## config.mk

```make
export PLATFORM = sky130hd
export DESIGN_NAME = csr_exe
export DESIGN_NICKNAME = d
export VERILOG_FILES = /design/src/rtl/csr_exe.sv
export SDC_FILE = /design/constraint.sdc
export NUM_CORES = 1
export LEC_CHECK = 0
export ABC_AREA = 1
export CAP_MARGIN = 10
export CELL_PAD_IN_SITES_DETAIL_PLACEMENT = 0
export CELL_PAD_IN_SITES_GLOBAL_PLACEMENT = 1
export CORE_UTILIZATION = 30
export CTS_BUF_LIST = sky130_fd_sc_hd__clkbuf_8
export CTS_CLUSTER_SIZE = 24
export DETAILED_ROUTE_END_ITERATION = 16
export PLACE_DENSITY = 0.91
export SYNTH_ARGS = -nofsm -noshare
export SYNTH_HDL_FRONTEND = slang
export SYNTH_SLANG_ARGS = --single-unit
```

## constraint.sdc

```tcl
create_clock -name clk -period 1.85 [get_ports clk]
set_clock_uncertainty 0.15 [all_clocks]
set_input_delay 0.555 -clock clk [delete_from_list [all_inputs] [get_ports clk]]
set_output_delay 0.555 -clock clk [all_outputs]
set_load 0.02 [all_outputs]
```

## src/rtl/csr_exe.sv

```systemverilog
// csr_exe: executes Zicsr instructions (CSRRW/RS/RC and immediate forms)
// once the op reaches the ROB head, then writes the old CSR value back.
//
// Optional feature: define CSR_RO_CHECK_EN to reject writes to read-only
// CSRs (addr[11:10] == 2'b11) with an illegal-instruction exception.
//
// Ports
//   clk, reset_        clock, async active-low reset
//   issue_*            op from issue stage (valid/ready handshake)
//   rob_head           current ROB head tag
//   flush_             active-low pipeline flush (honoured only before READ)
//   csr_re/we/addr/wdata, csr_rdata/fault   CSR file access
//   wb_e/ready/rob_id/data/exp             writeback handshake
//
// state     | meaning
// ----------+-----------------------------------------------------------
// IDLE      | ready for a new op
// WAIT_HEAD | op latched, waiting until it is the oldest in the ROB
// READ      | csr_re strobe, old value and fault captured
// WRITE     | csr_we strobe with RW/RS/RC result
// RESP      | writeback held until wb_ready

`ifndef AddrWidth
`define AddrWidth 12
`endif
`ifndef DataWidth
`define DataWidth 32
`endif
`ifndef RobDepthBit
`define RobDepthBit 4
`endif

module csr_exe #(
  parameter int ADDR = `AddrWidth,
  parameter int DATA = `DataWidth,
  parameter int ROB  = `RobDepthBit
) (
  input  logic            clk,
  input  logic            reset_,
  input  logic            issue_e,
  output logic            issue_ready,
  input  logic [2:0]      issue_op,
  input  logic [ADDR-1:0] issue_addr,
  input  logic [DATA-1:0] issue_src,
  input  logic            issue_rd_zero,
  input  logic            issue_rs1_zero,
  input  logic [ROB-1:0]  issue_rob_id,
  input  logic [ROB-1:0]  rob_head,
  input  logic            flush_,
  output logic            csr_re,
  output logic            csr_we,
  output logic [ADDR-1:0] csr_addr,
  output logic [DATA-1:0] csr_wdata,
  input  logic [DATA-1:0] csr_rdata,
  input  logic            csr_fault,
  output logic            wb_e,
  input  logic            wb_ready,
  output logic [ROB-1:0]  wb_rob_id,
  output logic [DATA-1:0] wb_data,
  output logic            wb_exp
);

  typedef enum logic [2:0] {
    IDLE      = 3'd0,
    WAIT_HEAD = 3'd1,
    READ      = 3'd2,
    WRITE     = 3'd3,
    RESP      = 3'd4
  } state_t;

  state_t          state_q, state_d;
  logic [2:0]      op_q;
  logic [ADDR-1:0] addr_q;
  logic [DATA-1:0] src_q;
  logic            rd_zero_q;
  logic            rs1_zero_q;
  logic [ROB-1:0]  rob_id_q;
  logic [DATA-1:0] old_q;
  logic            exp_q;

  logic accept;
  logic set_exp;
  logic op_illegal;
  logic op_rw;
  logic op_set_clr;
  logic ro_block;

  // funct3[2] only selects register vs immediate source, already folded into src
  assign op_illegal = (op_q == 3'b000) || (op_q == 3'b100);
  assign op_rw      = (op_q[1:0] == 2'b01);
  assign op_set_clr = op_q[1];

`ifdef CSR_RO_CHECK_EN
  assign ro_block = (addr_q[ADDR-1:ADDR-2] == 2'b11);
`else
  assign ro_block = 1'b0;
`endif

  always_comb begin
    state_d     = state_q;
    issue_ready = 1'b0;
    csr_re      = 1'b0;
    csr_we      = 1'b0;
    wb_e        = 1'b0;
    set_exp     = 1'b0;
    accept      = 1'b0;
    unique case (state_q)
      IDLE: begin
        issue_ready = 1'b1;
        if (issue_e && flush_) begin
          accept  = 1'b1;
          state_d = WAIT_HEAD;
        end
      end
      WAIT_HEAD: begin
        if (!flush_) begin
          state_d = IDLE;
        end else if (op_illegal) begin
          set_exp = 1'b1;
          state_d = RESP;
        end else if (rob_id_q == rob_head) begin
          if (op_rw && rd_zero_q) begin
            // rd==x0 CSRRW has no read side effect, so the read is skipped
            if (ro_block) begin
              set_exp = 1'b1;
              state_d = RESP;
            end else begin
              state_d = WRITE;
            end
          end else begin
            state_d = READ;
          end
        end
      end
      READ: begin
        csr_re = 1'b1;
        if (csr_fault) begin
          set_exp = 1'b1;
          state_d = RESP;
        end else if (op_set_clr && rs1_zero_q) begin
          state_d = RESP;
        end else if (ro_block) begin
          set_exp = 1'b1;
          state_d = RESP;
        end else begin
          state_d = WRITE;
        end
      end
      WRITE: begin
        csr_we = 1'b1;
        if (csr_fault) set_exp = 1'b1;
        state_d = RESP;
      end
      RESP: begin
        wb_e = 1'b1;
        if (wb_ready) state_d = IDLE;
      end
      default: state_d = IDLE;
    endcase
  end

  always_comb begin
    csr_wdata = src_q;
    unique case (op_q[1:0])
      2'b10:   csr_wdata = old_q | src_q;
      2'b11:   csr_wdata = old_q & ~src_q;
      default: csr_wdata = src_q;
    endcase
  end

  always_ff @(posedge clk or negedge reset_) begin
    if (!reset_) begin
      state_q    <= IDLE;
      op_q       <= '0;
      addr_q     <= '0;
      src_q      <= '0;
      rd_zero_q  <= 1'b0;
      rs1_zero_q <= 1'b0;
      rob_id_q   <= '0;
      old_q      <= '0;
      exp_q      <= 1'b0;
    end else begin
      state_q <= state_d;
      if (accept) begin
        op_q       <= issue_op;
        addr_q     <= issue_addr;
        src_q      <= issue_src;
        rd_zero_q  <= issue_rd_zero;
        rs1_zero_q <= issue_rs1_zero;
        rob_id_q   <= issue_rob_id;
        // cleared so a skipped read writes back zero
        old_q      <= '0;
        exp_q      <= 1'b0;
      end
      if (state_q == READ) old_q <= csr_rdata;
      if (set_exp) exp_q <= 1'b1;
    end
  end

  assign csr_addr  = addr_q;
  assign wb_rob_id = rob_id_q;
  assign wb_data   = old_q;
  assign wb_exp    = exp_q && (state_q == RESP);

endmodule

```

==> flow_summary.yaml <==
status:
  status: "finished with violations"
  failed_checks: "setup timing"
setup_path:
  worstSetupEndpointType: "output port"
  cp-start-kind: "register"
  criticalPathCategory: "reg2out"
  worst_ep_arrival_time_ps: 1450
  r2r-start: "state_q[1]"
  reg2reg_depth: 9
  regToRegSetupSlack_ps: 0
  r2r_end: "exp_q"
  cp_top_family: "flip-flops"
  critPathMaxFanout: 19
  critPathBufInv: 2
  crit_chain: "buf_12 -> a21oi_1 -> a21oi_4 -> buf_6"
  slowest_stage: "dfrtp_2"
  critPathMaxStageDelay_ps: 460
  timing.critical_path.required_ps: 1140
sta:
  finalCritPeriodShare_pct: 116
  slew_headroom_pct: 66.6
  setup_viol: 38
  hold_violations: 0
  rsz0062_at_grt: "true"
  worst_slack_ps: -304
  fin_crit_ps: 2150
  max_freq_mhz: 464
  drv_slew: 0
  tightest_slew_ps: 501
drt:
  drt_iter0_drc: 297
  drc: 0
  num_vias: 4368
  viasPerCell: 4.81
  wirelength_mm: 14.9
  dr.pass1.iters: 5
  wl_per_cell_um: 16.4
  ant_nets: 0
die:
  die_h_um: 117
  fp-row-count: 41
  initial_core_util_pct: 31.0
  num_io_pins: 180
  die-area_um2: 13600
  core_um2: 12700
  die_w_um: 117
power:
  switchingPower_uw: 5190
  switching_share_pct: 43.5
  vdd_drop_max_mv: 0.728
  clkPwrFrac_pct: 13.0
  p_per_area_nw_per_um2: 1660
  seq_power_share_pct: 29.4
  p_leak_uw: 0.00364
  p_int_uw: 6740
  combPwrFrac_pct: 57.6
finish:
  diodes: 0
  drive_above_1_share_pct: 32.9
  final_nets: 826
  final_core_util_pct: 56.3
  finalNonFillerCells: 908
  area_delta_synth_final_pct: 81.6
  fillers: 1144
global_routing:
  grt_usage_pct: 19.3
  grt_pass1_wl_mm: 20.1
  grt_max_degree: 89
  globalRouteMet1Util_pct: 22.9
  grtUsageMet3_pct: 4.93
  top_usage_layer: "met2"
  antenna_found_initial: 0
  grt_pass1_vias: 4174
  overflow: 0
  use_met2_pct: 33.2
place:
  gp_congestion: 0.822
  placedCellCount: 871
  hpwl_mm: 8.76
  io_buffers: 178
clock_tree:
  clock_sink_count: 88
  htree_levels: 3
  cts_root_buf: "clkbuf_8"
  clk_pin_slew_ps: 90
  clk_latency_ps: 360
  cts_tree: "done"
  cts_made_buffers: 9
  cts_hold_buf: 0
  clock_path_buffers: 2
yosys:
  yosysSeqAreaShare_pct: 55.8
  avgSynthCellArea_um2: 7.97
  syn_inst: 495
  ys_ff_latch: 88
  ys_warn_count: 0
  syn_nets: 590
  synthesis.area_um2: 3950
  synth_cell_types: 19
job:
  drv_cap: 0
worst_hold_path:
  hp-class: "in2async"
## layout by cell type (no fill, tap or decap), types with 12 or more instances in the layout
cell type        instances
buf_4                   55
nand3_1                 33
clkdlybuf4s50_1         92
buf_6                   39
a21oi_4                 22
nand2_1                217
a21oi_1                 20
inv_1                   16
dlygate4sd2_1           15
dfrtp_1                 84
buf_2                   33
nand2_2                 13
a21oi_2                 24
clkbuf_8                12
## metal layers
metal  routed length [um]  up-vias
li1                     -     2047
met1                 5900     2116
met2                 7430      172
met3                 1140       33
met4                  384        0
met5                    0        -
## Yosys cell counts
library cell	count	area share [%]
nor2_4	1	0.29
nand2_1	231	22
clkbuf_1	9	0.86
o211ai_1	2	0.38
inv_1	18	1.7
inv_2	4	0.38
nor2_1	9	0.86
nand2_2	2	0.32
a21oi_1	66	8.4
buf_2	10	1.3
nor3_1	1	0.13
nand4_1	2	0.32
buf_6	2	0.57
dfrtp_1	88	56
nand3_1	35	4.4
nor4_1	1	0.16
nor2_2	2	0.32
buf_4	6	1.1
o21ai_0	6	0.76
## sequential cells by signal, summed over array words and instances (netlist names)
signal,count
src_q,32
op_q,2
exp_q,1
state_q,3
csr_addr,12
wb_data,32
wb_rob_id,4
rd_zero_q,1
rs1_zero_q,1
## per-stage QoR
| stage | hold WS, ps | TNS [ps] | total power, uW | cell area (um^2) | setup slack (ps) |
|---|---|---|---|---|---|
| 4_1_cts | 77.6 | -9530 | 10500 | 6400 | -294 |
| 5_1_grt | 80.9 | -12250 | 12600 | 7170 | -363 |
| 3_5_place_dp | 313 | -23420 | 8930 | 6240 | -384 |
| 3_3_place_gp | 303 | -22510 | 8800 | 6240 | -366 |
| 2_1_floorplan | 109 | -1100 | 6040 | 3950 | -36.7 |
| 6_report | 57.5 | -9340 | 11900 | 7170 | -304 |
## cell families (layout without fill, tap and decap cells)
group | count (synthesis) | after routing | share of synthesized area, %
DFF | 88 | 88 | 55.8
AOI/OAI and AO/OA | 74 | 74 | 9.51
buffers and inverters | 49 | 290 | 5.93
and+or+nand+nor | 284 | 284 | 28.8
## layout make-up
cell class	instances	area [um^2]	share of cell area, %
Inverter	22	95.1	1.33
Tap cell	172	215	3.00
Clock buffer	12	165	2.30
Sequential cell	88	2210	30.8
Timing Repair Buffer	252	2470	34.5
Clock inverter	4	67.6	0.943
Multi-Input combinational cell	358	1950	27.2
## power groups by stage
stage / Clock (uW) / Sequential, uW / Combinational [uW]
finish: 1550 / 3510 / 6870
global placement: 0 / 3240 / 5560
floorplan: 0 / 3650 / 2390
detailed placement: 0 / 3280 / 5650
global route: 1680 / 3600 / 7350
CTS: 1590 / 3290 / 5600
## worst max-delay path by stage
stage	start	end	slack (ps)	cells past startpoint
after floorplan	op_q[1]	csr_wdata[0]	-40	5
after global placement	op_q[1]	csr_wdata[25]	-370	4
after detailed placement	op_q[1]	csr_wdata[7]	-380	5
after CTS	op_q[1]	csr_wdata[13]	-290	5
after global routing	op_q[1]	csr_wdata[2]	-360	5
final	op_q[1]	csr_wdata[15]	-300	4
## repair_timing
item	4_1_cts	5_1_grt
resized for setup	369	124
hold endpoints to repair	0	0
cloned	1	10
buffers inserted	4	8
pin swaps	6	24
setup endpoints to repair	85	125
No activity file was read; power rests on OpenSTA's default activity.
